<file path="config.mk">
export PLATFORM = sky130hd
export DESIGN_NAME = serial_adder_ctrl_flat
export DESIGN_NICKNAME = d
export VERILOG_FILES = /design/src/rtl/serial_adder_ctrl_if.sv /design/src/rtl/serial_adder_ctrl.sv /design/src/flat_wrapper.sv
export SDC_FILE = /design/constraint.sdc
export NUM_CORES = 1
export LEC_CHECK = 0
export CORE_MARGIN = 8
export CORE_UTILIZATION = 40
export DETAILED_ROUTE_END_ITERATION = 8
export GPL_TIMING_DRIVEN = 0
export SYNTH_ARGS = -nofsm -noshare
export SYNTH_HDL_FRONTEND = slang
export SYNTH_SLANG_ARGS = --single-unit
</file>
<file path="constraint.sdc">
create_clock -name clk -period 3.68 [get_ports clk]
set_clock_uncertainty 0.15 [all_clocks]
set_input_delay 0.92 -clock clk [delete_from_list [all_inputs] [get_ports clk]]
set_output_delay 0.92 -clock clk [all_outputs]
set_load 0.1 [all_outputs]
</file>
<file path="src/rtl/serial_adder_ctrl_if.sv">
`default_nettype none
// ============================================================================
// Module      : serial_adder_ctrl_if
// Description : Handshake and operand/result bundle for the bit-serial
//               adder/subtractor.
//               master : drives start/sub/a/b/cin, observes busy/done/results
//               slave  : the adder core
//   start    request, sampled only while the core is idle
//   sub      0 = a+b+cin, 1 = a-b
//   a, b     operands (WIDTH bits)
//   cin      carry-in for add
//   busy     high while the core is shifting bits
//   done     one-cycle completion pulse
//   sum      registered WIDTH-bit result
//   cout     final carry-out (subtract: 1 = no borrow)
//   overflow signed overflow of the last operation
// Revision    : 1.0 - initial release
// ============================================================================
interface serial_adder_ctrl_if #(
   parameter int WIDTH = 8
);
   logic             start;
   logic             sub;
   logic [WIDTH-1:0] a;
   logic [WIDTH-1:0] b;
   logic             cin;
   logic             busy;
   logic             done;
   logic [WIDTH-1:0] sum;
   logic             cout;
   logic             overflow;

   modport master (
      output start, sub, a, b, cin,
      input  busy, done, sum, cout, overflow
   );

   modport slave (
      input  start, sub, a, b, cin,
      output busy, done, sum, cout, overflow
   );
endinterface
`default_nettype wire

</file>
<file path="src/rtl/serial_adder_ctrl.sv">
`default_nettype none
// ============================================================================
// Module      : serial_adder_ctrl
// Description : Bit-serial adder/subtractor. A single full-adder slice is
//               stepped over WIDTH clock cycles, LSB first, with a registered
//               carry between bits. Results are published only when the last
//               bit has been processed.
// Ports       : clk  - rising-edge clock
//               rst  - asynchronous active-high reset
//               bus  - serial_adder_ctrl_if.slave (start/sub/a/b/cin in,
//                      busy/done/sum/cout/overflow out)
// Parameters  : WIDTH - operand/result width, 1..32
// Revision    : 1.0 - initial release
// ============================================================================
module serial_adder_ctrl #(
   parameter int WIDTH = 8
) (
   input  wire logic          clk,
   input  wire logic          rst,
   serial_adder_ctrl_if.slave bus
);

   localparam int               CNT_W  = $clog2(WIDTH + 1);
   localparam logic [CNT_W-1:0] C_LAST = CNT_W'(WIDTH - 1);

   typedef enum logic [1:0] {
      S_IDLE = 2'd0,
      S_RUN  = 2'd1,
      S_DONE = 2'd2
   } state_t;

   state_t           r_state;
   logic [WIDTH-1:0] r_op_a;
   logic [WIDTH-1:0] r_op_b;
   logic [WIDTH-1:0] r_shift;
   logic             r_carry;
   logic [CNT_W-1:0] r_cnt;
   logic [WIDTH-1:0] r_sum;
   logic             r_cout;
   logic             r_overflow;
   logic             r_busy;
   logic             r_done;

   logic             w_sum_bit;
   logic             w_carry_next;
   logic [WIDTH-1:0] w_shift_next;

   // Full-adder slice on the current LSBs, and the result shift register with
   // the new bit entering at the MSB (works for WIDTH = 1 as well).
   always_comb begin
      w_sum_bit               = r_op_a[0] ^ r_op_b[0] ^ r_carry;
      w_carry_next            = ((r_op_a[0] ^ r_op_b[0]) & r_carry) | (r_op_a[0] & r_op_b[0]);
      w_shift_next            = r_shift >> 1;
      w_shift_next[WIDTH-1]   = w_sum_bit;
   end

   always_ff @(posedge clk or posedge rst) begin
      if (rst) begin
         r_state    <= S_IDLE;
         r_op_a     <= '0;
         r_op_b     <= '0;
         r_shift    <= '0;
         r_carry    <= 1'b0;
         r_cnt      <= '0;
         r_sum      <= '0;
         r_cout     <= 1'b0;
         r_overflow <= 1'b0;
         r_busy     <= 1'b0;
         r_done     <= 1'b0;
      end else begin
         case (r_state)
            S_IDLE: begin
               r_done <= 1'b0;
               if (bus.start) begin
                  // Subtraction is a + ~b + 1; cin has no effect then.
                  r_op_a  <= bus.a;
                  r_op_b  <= bus.sub ? ~bus.b : bus.b;
                  r_carry <= bus.sub ? 1'b1 : bus.cin;
                  r_cnt   <= '0;
                  r_busy  <= 1'b1;
                  r_state <= S_RUN;
               end
            end

            S_RUN: begin
               r_shift <= w_shift_next;
               r_op_a  <= r_op_a >> 1;
               r_op_b  <= r_op_b >> 1;
               r_carry <= w_carry_next;
               if (r_cnt == C_LAST) begin
                  // r_carry here is the carry into the MSB.
                  r_sum      <= w_shift_next;
                  r_cout     <= w_carry_next;
                  r_overflow <= r_carry ^ w_carry_next;
                  r_busy     <= 1'b0;
                  r_done     <= 1'b1;
                  r_state    <= S_DONE;
               end else begin
                  r_cnt <= r_cnt + 1'b1;
               end
            end

            S_DONE: begin
               r_done  <= 1'b0;
               r_state <= S_IDLE;
            end

            default: begin
               r_busy  <= 1'b0;
               r_done  <= 1'b0;
               r_state <= S_IDLE;
            end
         endcase
      end
   end

   assign bus.busy     = r_busy;
   assign bus.done     = r_done;
   assign bus.sum      = r_sum;
   assign bus.cout     = r_cout;
   assign bus.overflow = r_overflow;

endmodule
`default_nettype wire
</file>
<file path="src/flat_wrapper.sv">
// flat-port wrapper written by rule: the top's interface ports become plain ports
module serial_adder_ctrl_flat 
#(
   parameter int WIDTH = 8
)
  (clk, rst, bus_start, bus_sub, bus_a, bus_b, bus_cin, bus_busy, bus_done, bus_sum, bus_cout, bus_overflow);
  serial_adder_ctrl_if #(.WIDTH(WIDTH)) bus_i ();
  input  wire logic clk;
  input  wire logic rst;
  input wire logic [$bits(bus_i.start)-1:0] bus_start;
  input wire logic [$bits(bus_i.sub)-1:0] bus_sub;
  input wire logic [$bits(bus_i.a)-1:0] bus_a;
  input wire logic [$bits(bus_i.b)-1:0] bus_b;
  input wire logic [$bits(bus_i.cin)-1:0] bus_cin;
  output wire logic [$bits(bus_i.busy)-1:0] bus_busy;
  output wire logic [$bits(bus_i.done)-1:0] bus_done;
  output wire logic [$bits(bus_i.sum)-1:0] bus_sum;
  output wire logic [$bits(bus_i.cout)-1:0] bus_cout;
  output wire logic [$bits(bus_i.overflow)-1:0] bus_overflow;
  assign bus_i.start = bus_start;
  assign bus_i.sub = bus_sub;
  assign bus_i.a = bus_a;
  assign bus_i.b = bus_b;
  assign bus_i.cin = bus_cin;
  assign bus_busy = bus_i.busy;
  assign bus_done = bus_i.done;
  assign bus_sum = bus_i.sum;
  assign bus_cout = bus_i.cout;
  assign bus_overflow = bus_i.overflow;
  serial_adder_ctrl #(.WIDTH(WIDTH)) u_core (.clk(clk), .rst(rst), .bus(bus_i));
endmodule
</file>
Yosys cells after proc, flatten, opt, wreduce, memory -nomap -nowiden
Cells that the tools add are included.
{ "classes": {"mux": 19, "n_mul": 0, "n_shift": 0, "n_bitwise": 8, "n_lt_le_gt_ge": 0, "n_eq_ne": 6, "n_reduce_logical": 7, "addsub": 1, "div_mod_pow": 0} }
{ "ops": {"columns": ["op", "count"], "rows": [
  ["8-bit case mux with 2 select lines", 2],
  ["8-bit two-way mux", 3],
  ["4-bit two-way mux", 2],
  ["8-bit inverter", 1],
  ["4-bit case mux with 2 select lines", 1],
  ["1-bit two-way mux", 6],
  ["2-bit AND reduction", 3],
  ["3-bit AND reduction", 2],
  ["4-bit by 1-bit adder with 4-bit output, second input constant", 1],
  ["4-bit by 3-bit == test with 1-bit output, second input constant", 1],
  ["2-bit two-way mux", 2],
  ["2-bit != test, second input constant", 2],
  ["2-bit case mux with 2 select lines", 1],
  ["1-bit case mux with 3 select lines", 1],
  ["1-bit XOR", 3],
  ["1-bit AND", 2],
  ["2-bit by 1-bit == test with 1-bit output, second input constant", 1],
  ["2-bit == test, second input constant", 1],
  ["2-bit logical NOT", 1],
  ["2-bit by 1-bit != test with 1-bit output, second input constant", 1],
  ["1-bit case mux with 2 select lines", 1],
  ["2-bit nonzero test", 1],
  ["1-bit inverter", 1],
  ["1-bit OR", 1]
]} }
{ "word_totals": {"output_inout_bits": 12, "memories": 0, "latch_bits": 0, "mem_bits_rw": 0, "romBits": 0, "word_cells": 52, "regBits": 43} }

Logic depth before layout (Yosys ltp)
{ "logic_depth": {"depth_word": 4, "depth_mapped": 5, "ltp_nobuf": 4} }

Worst setup path before layout
Ideal clock, no wire load.
{ "synth_timing": {"path_type": "register -> output", "start": "register u_core.r_busy, in the netlist u_core.bus.busy", "end": "output port bus_busy", "t_arrival_ps": 913, "stages_incl_launch_ff": 1, "path_slack_ps": 1697, "n_path_buf": 0, "t_required_ps": 2610, "cell_sequence": "dfrtp_1"} }
{ "synth_lines": {"columns": ["element", "line_no", "source"], "rows": [
  ["start: declaration", "serial_adder_ctrl.sv:41", "logic r_busy;"],
  ["start signal: assignment", "serial_adder_ctrl.sv:68", "r_busy <= 1'b0;"],
  ["start signal: assignment", "serial_adder_ctrl.sv:80", "r_busy <= 1'b1;"],
  ["start signal: assignment", "serial_adder_ctrl.sv:95", "r_busy <= 1'b0;"],
  ["end: declaration", "flat_wrapper.sv:15", "output wire logic [$bits(bus_i.busy)-1:0] bus_busy;"]
]} }
No word-level cell between the ends.

Worst setup path in the final report
{ "layout_timing": {"start": "register u_core.r_busy, in the netlist u_core.bus.busy", "end": "output port bus_busy"} }
No word-level cell between the ends.

==> results.yml <==
status:
  status: "finished, final reports clean"
worst_setup_path:
  crit_cells: 1
  r2r_setup_slack_ps: 1850
  criticalPathCategory: "flop to output port"
  r2r_cells: 4
  slowest_stage: "clkdlybuf4s50_1"
  critPathRequiredTime_ps: 2610
  cp_max_fo: 3
  arrival_ps: 1810
  regToRegEndpoint: "u_core.bus.sum[0]"
  critPathCaptureType: "output port"
  crit_end: "bus_busy"
  r2r_start: "u_core.r_cnt[0]"
  cp-start-kind: "flop"
  crit_path_start: "u_core.bus.busy"
  critPathTopFamily: "buffers and inverters"
  crit_buf_inv: 1
  worstPathCellList: "clkdlybuf4s50_1"
  critPathMaxStageDelay_ps: 1140
clock_tree:
  cts_buffers: 5
  clk_path_buf_depth: 2
  clk_pin_slew_ps: 70
  ctsResizeCount: 0
  clk_latency_ps: 290
  postCtsHoldBufs: 0
  htreeDepth: 2
  numClockSinks: 42
  cts_root_buffer: "clkbuf_8"
  cts_tree: "yes"
  cts_setup_buffers: 0
grt:
  grt_pass1_vias: 1568
  grt_pass1_wl_mm: 7.36
  grt_antenna_before_repair: 0
  grt_max_degree: 43
  overflow: 0
  grtUsageTotal: 0.125
placed_design:
  post-place-cells: 271
  dp_slack_ps: 926
  numPortBuffers: 31
  dpl.hpwl_mm: 3.05
  place.gp.congestion: 0.759
drt:
  vias: 1481
  firstDrtPassIters: 4
  first_iter_violations: 64
  wl_mm: 4.20
  ant_nets: 0
  routed_via_density: 5.31
  drc: 0
  drt-wirelength-per-cell_um: 15.0
synthesis:
  synth.net_count: 209
  syn-cell-area_mm2: 0.00194
  ys_top_cells_by_area: "dfrtp_1 (54%), nand2_1 (8.1%), mux2_2 (4.1%)"
  seq_area_frac_synth: 0.543
  synth_top_cell_by_area: "dfrtp_1"
  synth_top_area_share: 0.543
  synthCells: 186
  synth_cell_type_count: 38
  ys_ff_latch: 42
  synth_area_per_cell_um2: 10.4
  ys_warn_count: 0
floorplan:
  io_pins: 33
  num_rows: 25
  core_area_mm2: 0.00469
  initial_core_util: 0.413
  die_h_um: 85.6
  die-area_mm2: 0.00732
  die_x_um: 85.6
power:
  leakagePower_nw: 1.06
  worst_ir_drop_vdd_mv: 0.412
  powerDensity_mw_per_mm2: 923
sta:
  worstMarginPinSlew_ps: 978
  period_needed_ps: 2880
  drv_slew: 0
  rsz0062_at_grt: "false"
  fmax_mhz: 347
  slew-limit-headroom: 0.346
  hold_viol: 0
  fin_crit_sh: 0.783
  setup_viol: 0
  fin_setup_tns_ps: 0
  setup_ws_ps: 800
finish:
  fin_nets: 247
  area_delta_synth_final_pct: 24.4
  n_antenna_cell: 0
  final_layout_size_suffix_gt1_frac: 0.120
  fin_cells: 279
run:
  cap_violations: 0
min_path:
  whs_path_depth: 2
  hold_path_class: "flop to flop"
==> state kept, by name, indices dropped and copies added, names as in the netlist <==
signal and count:
u_core.r_state 2, u_core.bus.cout 1, u_core.bus.sum 8, u_core.bus.busy 1, u_core.r_cnt 4, u_core.bus.done 1
u_core.r_op_a 8, u_core.r_op_b 8, u_core.bus.overflow 1, u_core.r_carry 1, u_core.r_shift 7
==> layer usage <==
| metal | track usage | vias to the layer above | wire length [µm] |
|---|---|---|---|
| met2 | 0.204 | 31 | 1970 |
| met4 | 0.0382 | 0 | 55 |
| li1 | - | 716 | - |
| met5 | 0 | - | 0 |
| met3 | 0.0363 | 6 | 199 |
| met1 | 0.155 | 728 | 1970 |
==> placed cells by master, fill, tap and decap left out, types with 2 or more instances in the layout <==
cell type / instances
clkdlybuf4s50_1: 31
xnor2_1: 8
and3b_1: 3
nand3_1: 5
a21oi_1: 6
o31ai_1: 3
buf_2: 7
o21ai_0: 12
dfrtp_1: 42
a22oi_1: 2
nor2_1: 5
clkbuf_8: 6
inv_1: 3
o221ai_1: 6
nor2b_1: 5
o2bb2ai_1: 2
nand2_1: 42
mux2_2: 7
clkbuf_1: 4
mux2i_1: 3
==> cells in the mapped netlist <==
cell type	instances
or4_1	1
nor2b_1	5
a22oi_1	2
nand3b_1	1
nor2_1	5
o21ai_0	12
a2bb2oi_1	1
xnor2_1	8
fa_1	1
and3b_1	3
buf_2	7
and2_1	1
or3b_1	1
mux2_1	1
nor2_4	1
inv_1	4
mux2_2	7
a221o_1	1
or4b_1	1
nor3_1	1
o21bai_1	1
clkbuf_1	4
nand2b_1	1
and2b_1	1
mux2i_1	3
a21oi_1	6
xor2_1	1
a31o_2	1
o2bb2ai_1	2
nor2b_2	1
o31ai_1	3
ha_1	1
nand3_1	5
dfrtp_1	42
nand2_1	42
nand4_1	1
o221ai_1	6
o221a_2	1
==> per-stage QoR <==
stage	util	area, µm²	total power, mW	hold slack [ps]
6_report	0.513	2410	2.22	341
5_1_grt	0.513	2410	2.38	365
3_5_place_dp	0.493	2310	1.94	325
3_3_place_gp	0.493	2310	1.91	307
4_1_cts	0.513	2410	2.25	343
2_1_floorplan	-	1940	1.64	290
==> how the worst min path moves through the flow <==
stage | endpoint | start
after global routing | u_core.bus.sum[2] | u_core.bus.sum[2]
final | u_core.r_op_b[3] | u_core.r_op_b[3]
after detailed placement | u_core.r_op_a[1] | u_core.r_op_a[1]
after global placement | u_core.r_shift[1] | u_core.r_shift[1]
after CTS | u_core.r_op_a[1] | u_core.r_op_a[1]
after floorplan | u_core.r_shift[1] | u_core.r_shift[1]
==> cell type report <==
type / instances / area, µm²
Sequential cell: 42 / 1050
Buffer: 11 / 50.0
Fill cell: 427 / 2280
Tap cell: 54 / 67.6
Inverter: 4 / 15.0
Timing Repair Buffer: 31 / 310
Clock buffer: 6 / 82.6
Multi-Input combinational cell: 129 / 820
Clock inverter: 2 / 12.5
==> power breakdown <==
part           internal (mW)  switching, mW
Clock                  0.151          0.156
Combinational          0.368          0.767
Sequential             0.657          0.124
Total                   1.18           1.05
==> cell families after synthesis <==
kind of cell / share of synthesized area
and+or+nand+nor: 0.178
DFF: 0.543
xor gates and xnor gates: 0.0407
AOI/OAI and AO/OA: 0.126
adders and majority gates: 0.0168
buffers and inverters: 0.0336
muxes: 0.0621
(Power assumes the default switching activity.)
